<file path="config.mk">
export PLATFORM = sky130hd
export DESIGN_NAME = pipe_stage_reg
export DESIGN_NICKNAME = d
export VERILOG_FILES = /design/src/rtl/pipe_stage_reg.sv
export SDC_FILE = /design/constraint.sdc
export NUM_CORES = 1
export LEC_CHECK = 0
export CAP_MARGIN = 20
export CORE_MARGIN = 1.5
export CORE_UTILIZATION = 47
export CTS_BUF_LIST = sky130_fd_sc_hd__clkbuf_8
export CTS_CLUSTER_SIZE = 28
export DETAILED_ROUTE_END_ITERATION = 10
export PLACE_DENSITY = 0.79
export SYNTH_ARGS = -nofsm -noshare
export SYNTH_HDL_FRONTEND = slang
export SYNTH_SLANG_ARGS = --single-unit
</file>
<file path="constraint.sdc">
create_clock -name clk -period 1.9 [get_ports clk]
set_input_delay 0.38 -clock clk [delete_from_list [all_inputs] [get_ports clk]]
set_output_delay 0.38 -clock clk [all_outputs]
set_load 0.01 [all_outputs]
</file>
<file path="src/rtl/pipe_stage_reg.sv">
// pipe_stage_reg: elastic valid/ready pipeline register with 2-entry skid buffer and flush.
// Optional performance counters (stall_cnt, flush_cnt) enabled by defining PIPE_STAGE_PERF_EN.
`default_nettype none

module pipe_stage_reg #(
    parameter int DATA_W = 133,
    parameter int CTRL_W = 9
`ifdef PIPE_STAGE_PERF_EN
    ,
    parameter int CNT_W  = 32
`endif
) (
    input  logic              clk,
    input  logic              rst_n,
    input  logic              flush,
    input  logic              in_valid,
    output logic              in_ready,
    input  logic [CTRL_W-1:0] in_ctrl,
    input  logic [DATA_W-1:0] in_data,
    output logic              out_valid,
    input  logic              out_ready,
    output logic [CTRL_W-1:0] out_ctrl,
    output logic [DATA_W-1:0] out_data
`ifdef PIPE_STAGE_PERF_EN
    ,
    output logic [CNT_W-1:0]  stall_cnt,
    output logic [CNT_W-1:0]  flush_cnt
`endif
);

    typedef enum logic [1:0] {
        EMPTY = 2'd0,
        HALF  = 2'd1,
        FULL  = 2'd2
    } state_t;

    state_t              r_state;
    logic                r_in_ready;
    logic                r_out_valid;
    logic [CTRL_W-1:0]   r_main_ctrl;
    logic [DATA_W-1:0]   r_main_data;
    logic [CTRL_W-1:0]   r_skid_ctrl;
    logic [DATA_W-1:0]   r_skid_data;

    logic                w_in_fire;
    logic                w_out_fire;

    // A payload offered during a flush cycle is dropped, so flush masks acceptance.
    assign w_in_fire  = in_valid & r_in_ready & ~flush;
    assign w_out_fire = r_out_valid & out_ready;

    always_ff @(posedge clk or negedge rst_n) begin
        if (!rst_n) begin
            r_state     <= EMPTY;
            r_in_ready  <= 1'b0;
            r_out_valid <= 1'b0;
            r_main_ctrl <= '0;
            r_main_data <= '0;
            r_skid_ctrl <= '0;
            r_skid_data <= '0;
        end else if (flush) begin
            r_state     <= EMPTY;
            r_in_ready  <= 1'b1;
            r_out_valid <= 1'b0;
            r_main_ctrl <= '0;
            r_skid_ctrl <= '0;
        end else begin
            case (r_state)
                EMPTY: begin
                    r_in_ready <= 1'b1;
                    if (w_in_fire) begin
                        r_main_ctrl <= in_ctrl;
                        r_main_data <= in_data;
                        r_out_valid <= 1'b1;
                        r_state     <= HALF;
                    end
                end
                HALF: begin
                    r_in_ready <= 1'b1;
                    if (w_in_fire && w_out_fire) begin
                        r_main_ctrl <= in_ctrl;
                        r_main_data <= in_data;
                    end else if (w_in_fire) begin
                        r_skid_ctrl <= in_ctrl;
                        r_skid_data <= in_data;
                        r_in_ready  <= 1'b0;
                        r_state     <= FULL;
                    end else if (w_out_fire) begin
                        r_out_valid <= 1'b0;
                        r_state     <= EMPTY;
                    end
                end
                FULL: begin
                    r_in_ready <= w_out_fire;
                    if (w_out_fire) begin
                        r_main_ctrl <= r_skid_ctrl;
                        r_main_data <= r_skid_data;
                        r_state     <= HALF;
                    end
                end
                default: begin
                    r_state     <= EMPTY;
                    r_in_ready  <= 1'b1;
                    r_out_valid <= 1'b0;
                    r_main_ctrl <= '0;
                    r_skid_ctrl <= '0;
                end
            endcase
        end
    end

    assign in_ready  = r_in_ready;
    assign out_valid = r_out_valid;
    // Bubbles must never expose stale MEM/WB enables downstream.
    assign out_ctrl  = r_out_valid ? r_main_ctrl : '0;
    assign out_data  = r_main_data;

`ifdef PIPE_STAGE_PERF_EN
    logic [CNT_W-1:0] r_stall_cnt;
    logic [CNT_W-1:0] r_flush_cnt;

    always_ff @(posedge clk or negedge rst_n) begin
        if (!rst_n) begin
            r_stall_cnt <= '0;
            r_flush_cnt <= '0;
        end else begin
            if (r_out_valid && !out_ready) begin
                r_stall_cnt <= r_stall_cnt + 1'b1;
            end
            if (flush && (r_state != EMPTY)) begin
                r_flush_cnt <= r_flush_cnt + 1'b1;
            end
        end
    end

    assign stall_cnt = r_stall_cnt;
    assign flush_cnt = r_flush_cnt;
`endif

endmodule

`default_nettype wire

</file>
Word level (Yosys, flattened, before mapping)
Cells that the tools add are included.
- word-level logic and storage cells: 67
- output and inout port bits: 144
- input port bits: 147
- flip-flop bits (word level): 288
- equality and inequality tests: 15
- bitwise logic cells: 5
- mux-type cells: 30
- reductions and logical operators: 10
- operator list (operator ; count):
    2-to-1 mux 133 bit ; 3
    one-hot mux 133 bit (3 select lines) ; 1
    2-to-1 mux 9 bit ; 7
    one-hot mux 9 bit (3 select lines) ; 1
    != test 3 bit, second input constant ; 7
    one-hot mux 9 bit (2 select lines) ; 1
    2-to-1 mux 2 bit ; 6
    AND reduction 5 bit ; 2
    2-to-1 mux 1 bit ; 8
    != test 2 bit, second input constant ; 4
    AND reduction 4 bit ; 2
    one-hot mux 2 bit (3 select lines) ; 1
    AND reduction 3 bit ; 2
    != test 4 bit, second input constant ; 1
    AND 1 bit ; 3
    one-hot mux 1 bit (3 select lines) ; 1
    nonzero test 3 bit ; 1
    == test 2 x 1 -> 1 bit, second input constant ; 1
    == test 2 bit, second input constant ; 1
    zero test 2 bit ; 1
    != test 2 x 1 -> 1 bit, second input constant ; 1
    NOT 1 bit ; 2
    one-hot mux 1 bit (2 select lines) ; 1
    OR reduction 2 bit ; 1
    logical AND 1 bit ; 1

Logic depth before layout (Yosys ltp)
- word-level depth: 6
- gate-level depth with buffers: 8
- gate-level depth less buffers: 6

Worst setup path before layout
OpenSTA, ideal clock, no wires.
- kind: flip-flop to flip-flop
- from: register r_state[1]
- to: register r_skid_data[100]
- arrival: 1.944 ns
- cell stages (with the launch flop): 9
- period minus slack after synthesis: 2.070 ns
- setup time: 0.125 ns
- path buffers: 4
- data required time: 1.775 ns
- path slack: -0.170 ns
- cells stage by stage: dfrtp_1 -> inv_1 -> ha_1 -> buf_2 -> or4b_4 -> buf_6 -> buf_6 -> buf_6 -> mux2_4
- cells in the longest elaborated chain, start to end: 2
- ends and longest elaborated chain (what ; line ; RTL):
    from (decl) ; 37 ; state_t r_state;
    from (signal assigned) ; 54 ; r_state <= EMPTY;
    from (signal assigned) ; 62 ; r_state <= EMPTY;
    from (signal assigned) ; 75 ; r_state <= HALF;
    == test 2 x 1 -> 1 bit ; 68 ; case (r_state)
    AND reduction 4 bit (no source line) ; -- ;
    to (signal assigned) ; 85 ; r_skid_data <= in_data;
    to (decl) ; 43 ; logic [DATA_W-1:0] r_skid_data;
No other way between the ends.
A chain may end at the register's enable or synchronous reset.

Worst setup path after layout
- from: register r_state[1]
- to: register r_main_data[56] (netlist: out_data[56])
- cells in the longest elaborated chain, start to end: 3
- elaborated cells on any way between the ends: 9
- those cells by class: 5 x eq/ne; 1 x mux; 3 x reduce/logical
- ends and longest elaborated chain (what ; line ; RTL):
    == test 2 x 1 -> 1 bit, or another cell as far along ; 68 ;
    != test 2 bit (no source line) / nonzero test 3 bit (equally long branches) ; -- ;
    AND reduction 5 bit (no source line) ; -- ;
    to (signal assigned) ; 73 ; r_main_data <= in_data;
    to (signal assigned) ; 82 ; r_main_data <= in_data;
    to (signal assigned) ; 97 ; r_main_data <= r_skid_data;
    to (decl) ; 41 ; logic [DATA_W-1:0] r_main_data;
Parallel ways exist; a longest one is shown, timed or not.

==> flow_metrics.env <==
export IMPL_status="complete, but fails checks"
export IMPL_violations="negative setup slack"
export IMPL_multi_input_area_mm2=0.00513
export IMPL_grt_util_all_layers_pct=22.5
export IMPL_skew_ps=17.1
export IMPL_fmax_mhz=491
export IMPL_clkLatencyLatePin_ps=550
export IMPL_max_slew_margin_pct=65.6
export IMPL_post_route_util_pct=68.1
export IMPL_area_growth_pct=42.3
export IMPL_dp_hpwl_um=19800
export IMPL_num_vias=9071
export IMPL_crit_fanout=7
export IMPL_synthTopCellsByArea="dfrtp_1 58%, mux2i_1 11%, mux2_4 7.2%"
export IMPL_holdWs_ps=321
export IMPL_htreeDepth=2
export IMPL_syn_inst=991
export IMPL_clkTransAtPathRegs_ps=60
export IMPL_ys_flop_type="dfrtp_1"
export IMPL_drc=0
export IMPL_wl_um=31900
export IMPL_rsz0062_at_grt="true"
export IMPL_vias_per_cell=5.32
export IMPL_cts_root_buf="clkbuf_8"
export IMPL_rows=59
export IMPL_gr_usage_met1_pct=28.8
export IMPL_cp_cell_sequence="ha_4 -> or2_4 -> a2111oi_4 -> buf_6 -> buf_12 -> clkbuf_16 -> nor2_1 -> a21oi_1"
export IMPL_core_mm2=0.0261
export IMPL_p_leak_uw=0.00750
export IMPL_crit_path_start_kind="flip-flop"
export IMPL_antenna_found_initial=0
export IMPL_worstMarginPinSlew_ps=515
export IMPL_hold_viol_final=0
export IMPL_die_w_um=166
export IMPL_die_area_mm2=0.0275
export IMPL_synth_cell_types=31
export IMPL_r2r_slack_ps=-140
export IMPL_slowest_stage="dfrtp_2"
export IMPL_place_ws_ps=-493
export IMPL_ioPinCount=291
export IMPL_grt_max_degree=69
export IMPL_yosysMostFrequentCell="dfrtp_1"
export IMPL_synth_cell_area_mm2=0.0125
export IMPL_clock_sinks=288
export IMPL_fin_crit_ps=2040
export IMPL_io_buffers=290
export IMPL_synth_top_area_cell="dfrtp_1"
export IMPL_grt_pass1_vias=9598
export IMPL_slew_viol_final=0
export IMPL_pwr_density_cell_mw_per_mm2=1610
export IMPL_synthArstFlopShare_pct=100
export IMPL_slowest_delay_ps=450
export IMPL_grt_pass1_wl_um=50600
export IMPL_end_kind="flip-flop"
export IMPL_register_area_mm2=0.00721
export IMPL_yosys_area_top_type_share_pct=57.8
export IMPL_initial_core_util_pct=47.9
export IMPL_cts_tree="built"
export IMPL_syn_num_nets=1142
export IMPL_fin_nets=1484
export IMPL_drt_iter0_drc=549
export IMPL_grt_overflow=0
export IMPL_synth_edf_count=0
export IMPL_grt_use_met2_pct=37.4
export IMPL_yosysWarnings=0
export IMPL_busiest_layer="met2"
export IMPL_cp_required_ps=2360
export IMPL_cts_made_buffers=48
export IMPL_setup_ws_ps=-137
export IMPL_irDropWorstVdd_mv=1.09
export IMPL_reg2regPathDepth=8
export IMPL_gp_congestion=0.794
export IMPL_cts_buffer_depth=3
export IMPL_ant_nets=0
export IMPL_die_y_um=166
export IMPL_synth_area_per_cell_um2=12.6
export IMPL_fin_tns_setup_ps=-16170
export IMPL_final_layout_size_suffix_gt1_share_pct=25.5
export IMPL_avgRoutedWirePerCell_um=18.7
export IMPL_n_fill_cell=1826
export IMPL_ys_seq_area_share_pct=57.8
export IMPL_synth_seq_cells=288
export IMPL_hp_class="in -> async"
export IMPL_grt_util_met3_pct=5.29
export IMPL_n_antenna_cell=0
export IMPL_arrival_ps=2500
export IMPL_synthTopCellsByCount="288 x dfrtp_1, 149 x nor2_1, 144 x a21oi_1, 143 x mux2i_1, 74 x mux2_2"
export IMPL_cap_violations=0
export IMPL_firstDrtPassIters=5
export IMPL_finalCritPeriodShare_pct=107
export IMPL_crit_type="reg -> reg"
export IMPL_setup_viol=245
==> cells by family (layout without fill, tap and decap cells) <==
family	count (synthesis)	in the layout	synth area share [%]
XOR/XNOR	1	1	0.0703
AND/OR/NAND/NOR	177	178	5.79
multiplexers	277	277	25.4
adder cells (fa/ha/maj)	4	4	0.401
flip-flops	288	288	57.8
AO/OA/AOI/OAI	173	173	7.55
buffers and inverters	71	448	3.01
==> area by class of cell <==
cell class	count	area share, %
Clock buffer	64	4.97
Multi-Input combinational cell	633	28.9
Sequential cell	288	40.6
Clock inverter	22	0.825
Timing Repair Buffer	359	22.3
Inverter	3	0.0635
Tap cell	335	2.36
==> critical path: cells and delay by family, from the launching register on <==
family / cells / cell delay, ps
flip-flops: 1 / 450
buffers and inverters: 3 / 510
AO/OA/AOI/OAI: 2 / 520
adder cells (fa/ha/maj): 1 / 180
AND/OR/NAND/NOR: 2 / 280
==> registers in the layout (all words and copies together) (netlist names) <==
name	flops
r_skid_ctrl	9
r_main_ctrl	9
out_valid	1
r_state	2
out_data	133
in_ready	1
r_skid_data	133
==> layout by cell type (no fill, tap or decap), types with 3 or more instances in the layout <==
cell type and count:
inv_1 15, dlygate4sd2_1 3, a22o_1 9, buf_4 24, dfrtp_1 286, and2_1 9
nand2_1 11, clkdlybuf4s15_1 8, clkinv_2 5, buf_16 5, a21oi_2 37, buf_12 22
mux2_2 74, nor2_1 128, clkbuf_8 64, clkdlybuf4s50_1 278, a21oi_1 107, mux2i_1 143
mux2_4 60, clkbuf_16 6, buf_6 8, nor2_2 21, o21ai_0 12, buf_8 3
==> through the flow <==
stage | power [uW] | instance area, um2 | instances
6_report | 28500 | 17700 | 1704
5_1_grt | 30100 | 17700 | 1704
4_1_cts | 27900 | 17400 | 1696
3_5_place_dp | 21400 | 16000 | 1596
3_3_place_gp | 20900 | 16000 | 1596
2_1_floorplan | 16300 | 12500 | 991
==> final timing paths <==
path                                startpoint              end
worst max-delay path                r_state[1]     out_data[56]
worst min-delay path                     rst_n    out_data[106]
worst max register to register      r_state[1]     out_data[56]
worst min register to register  r_skid_data[0]   r_skid_data[0]
max in group asynchronous                rst_n  r_skid_data[19]
min in group clk                    in_ctrl[8]   r_skid_ctrl[8]
==> report_power, final <==
part           internal, uW  leakage [uW]  switching (uW)
Combinational          6870       0.00355            5020
Sequential             9080       0.00336            1750
Clock                  3270      0.000587            2500
Total                 19200       0.00750            9280
==> routing by layer <==
metal,up-vias,share of wire (%)
met2,289,49
met4,0,2.8
met1,4552,43
met5,-,0
li1,4165,-
met3,65,5.7
==> what timing repair did <==
item,4_1_cts,5_1_grt
endpoints found under the hold margin,31,0
gates resized for setup,49,67
hold buffers,1,0
setup endpoints to repair,299,348
pin swaps,1,1
buffers inserted,6,2
cloned,7,7
No activity file was read; power rests on OpenSTA's default activity.
